===== src/rtl/full_adder_pkg.sv =====
// Shared constants and result type for the registered ripple-carry adder.
// FA_LATENCY follows the FULL_ADDER_REG_IN_EN build option.
package full_adder_pkg;

  localparam int FA_DEFAULT_WIDTH = 1;
  localparam int FA_MAX_WIDTH     = 64;

`ifdef FULL_ADDER_REG_IN_EN
  localparam int FA_LATENCY = 2;
`else
  localparam int FA_LATENCY = 1;
`endif

  // Sum is sized for the widest legal adder; narrower instances use the low WIDTH bits.
  typedef struct packed {
    logic [FA_MAX_WIDTH-1:0] sum;
    logic                    carry;
  } fa_result_t;

  function automatic bit fa_width_ok(input int w);
    return (w >= 1) && (w <= FA_MAX_WIDTH);
  endfunction

endpackage


===== src/rtl/full_adder_bit.sv =====
// Combinational one-bit full-adder cell: sum and majority carry.
module full_adder_bit (
  input  logic a_i,
  input  logic b_i,
  input  logic cin_i,
  output logic s_o,
  output logic cout_o
);

  assign s_o    = a_i ^ b_i ^ cin_i;
  assign cout_o = (a_i & b_i) | (a_i & cin_i) | (b_i & cin_i);

endmodule


===== src/rtl/full_adder.sv =====
// Registered WIDTH-bit ripple-carry adder with carry-in/carry-out and a valid qualifier.
// Define FULL_ADDER_REG_IN_EN to add an input register stage (latency 2 instead of 1).
module full_adder
  import full_adder_pkg::*;
#(
  parameter int WIDTH = FA_DEFAULT_WIDTH
) (
  input  logic             clk,
  input  logic             rst,
  input  logic             in_valid,
  input  logic [WIDTH-1:0] a,
  input  logic [WIDTH-1:0] b,
  input  logic             c,
  output logic [WIDTH-1:0] s,
  output logic             co,
  output logic             out_valid
);

  if (!fa_width_ok(WIDTH)) begin : g_width_check
    $error("full_adder: WIDTH must be in 1..64");
  end

  logic [WIDTH-1:0] core_a;
  logic [WIDTH-1:0] core_b;
  logic             core_c;
  logic             core_v;

`ifdef FULL_ADDER_REG_IN_EN
  logic [WIDTH-1:0] a_q;
  logic [WIDTH-1:0] b_q;
  logic             c_q;
  logic             v_q;

  // Operands are captured every cycle; only the delayed valid decides acceptance.
  always_ff @(posedge clk or posedge rst) begin
    if (rst) begin
      a_q <= '0;
      b_q <= '0;
      c_q <= 1'b0;
      v_q <= 1'b0;
    end else begin
      a_q <= a;
      b_q <= b;
      c_q <= c;
      v_q <= in_valid;
    end
  end

  assign core_a = a_q;
  assign core_b = b_q;
  assign core_c = c_q;
  assign core_v = v_q;
`else
  assign core_a = a;
  assign core_b = b;
  assign core_c = c;
  assign core_v = in_valid;
`endif

  // k[i] is the carry into bit i; k[WIDTH] is the carry-out of the whole chain.
  logic [WIDTH:0]   k;
  logic [WIDTH-1:0] sum_n;

  assign k[0] = core_c;

  for (genvar i = 0; i < WIDTH; i++) begin : g_cell
    full_adder_bit u_bit (
      .a_i    (core_a[i]),
      .b_i    (core_b[i]),
      .cin_i  (k[i]),
      .s_o    (sum_n[i]),
      .cout_o (k[i+1])
    );
  end

  fa_result_t res_d;
  fa_result_t res_q;
  logic       valid_q;

  always_comb begin
    res_d                 = '0;
    res_d.sum[WIDTH-1:0]  = sum_n;
    res_d.carry           = k[WIDTH];
  end

  // Result holds when no sample is accepted; out_valid is a one-cycle pulse per sample.
  always_ff @(posedge clk or posedge rst) begin
    if (rst) begin
      res_q   <= '0;
      valid_q <= 1'b0;
    end else begin
      valid_q <= core_v;
      if (core_v) begin
        res_q <= res_d;
      end
    end
  end

  assign s         = res_q.sum[WIDTH-1:0];
  assign co        = res_q.carry;
  assign out_valid = valid_q;

  logic unused_sum_bits;
  assign unused_sum_bits = ^res_q.sum;

endmodule


===== config.mk =====
export PLATFORM = sky130hd
export DESIGN_NAME = full_adder
export DESIGN_NICKNAME = d
export VERILOG_FILES = /design/src/rtl/full_adder_pkg.sv /design/src/rtl/full_adder_bit.sv /design/src/rtl/full_adder.sv
export SDC_FILE = /design/constraint.sdc
export NUM_CORES = 1
export LEC_CHECK = 0
export ABC_CLOCK_PERIOD_IN_PS = 900
export CORE_AREA = 2 2 39 41
export DETAILED_ROUTE_END_ITERATION = 10
export DIE_AREA = 0 0 41 43
export HOLD_SLACK_MARGIN = 0.12
export PLACE_DENSITY = 0.3
export SYNTH_ARGS = -nofsm -noshare
export SYNTH_HDL_FRONTEND = slang
export SYNTH_SLANG_ARGS = --single-unit

===== constraint.sdc =====
create_clock -name clk -period 0.9 [get_ports clk]
set_input_delay 0.18 -clock clk [delete_from_list [all_inputs] [get_ports clk]]
set_output_delay 0.18 -clock clk [all_outputs]
set_load 0.02 [all_outputs]

**Yosys cells after proc, flatten, opt, wreduce, memory -nomap -nowiden**

Index checks and enable logic that the tools add are counted.

- Register bits after elaboration: 3
- Latch bits: 0
- Memory bits (writable): 0
- Memory bits (read-only): 0
- Bits of input ports: 6
- Output and inout port bits: 3
- Word-level logic and storage cells: 10
- Memories: 0

- Add/sub/neg operators: 0
- $mul: 0
- Div/mod/pow operators: 0
- $lt $le $gt $ge: 0
- Equality and inequality tests: 0
- Shifts and indexed selects: 0
- Mux-type cells: 0
- Bitwise logic cells: 7
- Reductions and logical operators: 0

Operator list:

| kind | count |
|---|---|
| bitwise AND 1 bit | 3 |
| OR 1 bit | 2 |
| bitwise XOR 1 bit | 2 |

**Depth between registers and ports, before layout**

- Depth after elaboration: 3
- Depth in mapped cells: 2
- Gate-level depth less buffers: 2

**Modules after synthesis**

From an unflattened synthesis, not the netlist that was laid out.

- Cell total of the unflattened synthesis: 7
- Area, all modules: 121.4 um^2

Modules (own cells, without submodules):

| module | times used | cells an instance | area an instance (um^2) | sequential area each (um^2) |
|---|---|---|---|---|
| full_adder | 1 | 6 | 101.3 | 75.1 |
| full_adder_bit | 1 | 1 | 20.0 | 0.0 |

**Least setup slack after synthesis**

OpenSTA, ideal clock, no wires.

- Kind: input to register
- Start: input port a
- End: register res_q, in the netlist s
- Library setup time: 0.125 ns
- Data arrival time: 0.881 ns
- Data required time: 0.775 ns
- Setup slack: -0.106 ns
- Stages: 2
- Path buffers: 0
- Cells stage by stage: fa_1 -> mux2_2

- Word-level cells in the longest chain between the ends: 2

RTL lines:

| item | line | source |
|---|---|---|
| from (decl) | full_adder.sv:11 | `input logic [WIDTH-1:0] a,` |
| bitwise XOR 1 bit (2 in series) | full_adder_bit.sv:10 | `assign s_o = a_i ^ b_i ^ cin_i;` |
| to (signal assigned) | full_adder.sv:94 | `res_q <= res_d;` |
| to (decl) | full_adder.sv:77 | `fa_result_t res_q;` |

Every way passes these cells.
A chain may end at the register's enable or synchronous reset.

**Worst setup path after layout**

- Start: register res_q, in the netlist co
- End: output port co

RTL lines:

| item | line | source |
|---|---|---|
| to (decl) | full_adder.sv:15 | `output logic co,` |

No word-level cell between the ends.

==> results.md <==
- The setup clock skew after layout is 0 ns.
- Counting both buffers and inverters, the worst setup path holds a total of 1.
- The number of clock sinks is 3.
- Once routing completed, OpenROAD measured the worst setup slack at -0.0389 ns.
- The dominant delay contributor by cell family on the critical path is flip-flops.
- The final antenna diode count is 0.
- During synthesis, Yosys emitted a total of 0 warnings.
- CTS built an H-tree with a depth of 1.
- The proportion of synthesized chip area in sequential cells is 0.619.
- The met3 routing resource usage after global routing is 0.0314.
- In the global route stage, met2 resource usage came out at 0.0469.
- The analysis attributes to cell leakage a power of 0.131 nW.
- The total grt overflow is 0.
- The mapped netlist covers ~120 sq um.
- The tool flagged a number of max-cap violations equal to 0.
- The final wirelength is 306 um.
- Summing over every cut layer, the via total after detailed routing is 117.
- The post-route fraction of the period consumed by the critical path is 1.04.
- The worst register-to-register path begins at co.
- The via count of the first global-routing pass is 129.
- The final count of pins violating max slew was 0.
- The number of nets at the end of the flow is 30.
- The number of different library cells in the post-synthesis netlist is 4.
- With fillers left out, the area of the finished cells amounts to roughly 270 sq um.
- For this run, global-route usage on met1 was measured as 0.0482.
- Static timing analysis puts the maximum clock frequency at 1070 MHz.
- The start point of the critical path is co.
- After routing, the total negative slack on setup checks comes to -0.0692 ns.
- The first global-routing pass estimated 469 um of wire.
- The die is 43 um tall.
- Traced cell by cell, the critical path runs through buf_6.
- The hold path startpoint is in_valid.
- In the final layout, the share of cells above drive strength 1 is 0.636.
- Setup violations remaining at the end of the flow were counted as 3.
- The DRC violations left is 0.
- The signed area change from the synthesized netlist to the final layout is 123%.
- The pre-antenna-repair detailed-routing pass consisted of 2 iterations.
- The cell at the root of the clock tree is sky130_fd_sc_hd__clkbuf_4.
- The instance area after placement is approximately 240 sq um.
- The number of nets with antenna violations after detailed routing is 0.
- The minimum period implied by the final worst setup slack is roughly 0.94 ns.
- The detailed router's first-iteration violation count is 2.
- The master of the slowest instance on the critical path is sky130_fd_sc_hd__dfrtp_1.
- Across every metal layer, demand over resource in global routing totals 0.0512.
- The library cells used most frequently in the layout, excluding fill and tap cells, are sky130_fd_sc_hd__clkbuf_4, sky130_fd_sc_hd__dfrtp_1, sky130_fd_sc_hd__buf_2, sky130_fd_sc_hd__buf_6.
- The worst-case hold slack is 0.287 ns.
- The flow ran to the end, but the final reports show violations.
- The number of hold-slack violations in the final timing report came to 0.
- The critical path is of the reg -> out type.
- The largest single stage delay on the critical path is 0.39 ns.
- In this run the tool buffered the top-level ports with 8 buffer cells.
- The initial antenna violation count is 0.
- The clock tree from TritonCTS is yes.
- The number of core rows is 14.
- The die boundary width is 41 um.
- For the worst setup path, the data required time is between 0.7 and 0.8 ns.
- The final reports fail on setup timing.
- The number of ports placed on the die boundary is 9.
- Of all nets on the critical path, the largest fanout is 2.
- The routed length per instance is 8.05 um.
- In this run, synthesis produced a sequential element count of 3.
- The die covers 1760 sq um.
- For this design the ratio of total power to cell area is 1980 nW/um^2.
- At the worst endpoint, the arrival time is 0.76 ns.
- The weighted congestion at the end of routability-driven global placement is roughly 0.58.
- The maximum buffer depth of the clock tree is 2.
- Setup repair after global routing could not meet its margin everywhere.
- The transition time of the tightest slew-check pin is 0.162 ns.
- STA classifies the critical path startpoint as a flop.
- The post-synthesis area per instance is between 15 and 20 sq um.
- The net count after synthesis is 14.
- The pin count of the biggest net entering global routing is 4.
- OpenSTA, run right after detailed placement, puts the worst setup slack at -0.605 ns.
- The routing layer with the top usage in global route is met4.
- The number of placed instances, taps included is 32.
- The worst pin sits at a relative slew slack of 0.892.
- In this run the worst hold path is classified as in -> reg.
- The initial utilization of the core area, before any placement, comes to 0.0877.
- Clock-pin slew was measured on the worst setup and hold paths at ~0.040 ns.
- The count of placed standard cells in the final layout, fillers left out is 38.
- The floorplan core area is 1380 sq um.
- The maximum resistive drop on vdd is roughly 0.3 mV.
- At the later pin of the worst-skew pair, clock insertion delay measures 0.23 ns.
- Synthesis produced a netlist whose cell count is 7.
- The vias per cell is 3.08.
- The number of clock buffers inserted by TritonCTS is 3.
- The kind of capture point of the worst setup path is an output pin.
==> registers in the layout, indices dropped and copies added (netlist names) <==
| register | flops |
|---|---|
| co | 1 |
| out_valid | 1 |
| s | 1 |
==> cell usage after synthesis <==
cell	instances	share of area
sky130_fd_sc_hd__dfrtp_1	3	0.62
sky130_fd_sc_hd__mux2_2	2	0.19
sky130_fd_sc_hd__fa_1	1	0.16
sky130_fd_sc_hd__inv_1	1	0.031
==> through the flow <==
| step | util | total power [mW] |
|---|---|---|
| finish | 0.195 | 0.535 |
| CTS | 0.195 | 0.555 |
| global placement | 0.170 | 0.287 |
| global route | 0.195 | 0.583 |
| floorplan | - | 0.207 |
| detailed placement | 0.170 | 0.287 |
==> path summary, 6_finish.rpt <==
kind	depth (start not counted)	slack [ns]	endpoint
max	1	-0.04	co
min	1	0.29	out_valid
max reg2reg	2	0	co
min reg2reg	2	0.62	s
max in group asynchronous	3	0.08	s
min in group asynchronous	3	0.68	co
==> cells by family after synthesis <==
kind of cell,Yosys count,synth area share
mux,2,0.186
buf+inv,1,0.0309
flops,3,0.619
fa+ha+maj,1,0.165
==> where the power goes <==
part | total, mW | internal [mW] | switching [mW]
clock network | 0.234 | 0.166 | 0.0684
registers | 0.165 | 0.153 | 0.0124
logic | 0.136 | 0.0867 | 0.0491
total | 0.535 | 0.406 | 0.130
==> final cells by class <==
class,count,area (sq um)
Fill cell,148,1110
Timing Repair Buffer,11,92.6
Sequential cell,3,75.1
Multi-Input combinational cell,3,52.6
Clock buffer,4,26.3
Tap cell,16,20.0
Inverter,1,3.75
==> repair_timing <==
action	in CTS	in global routing
gates resized for setup	32	0
hold buffers	1	0
gates cloned	0	0
hold endpoints to repair	2	0
setup buffers	1	0
pin swaps	1	0
endpoints found under the setup margin	5	5
==> metal layers <==
layer / vias up / part of all wire
met5: - / 0
met4: 0 / 0.039
met3: 2 / 0.072
met2: 8 / 0.44
met1: 52 / 0.44
li1: 55 / -
Note: power is estimated with default switching activity, not from simulation.
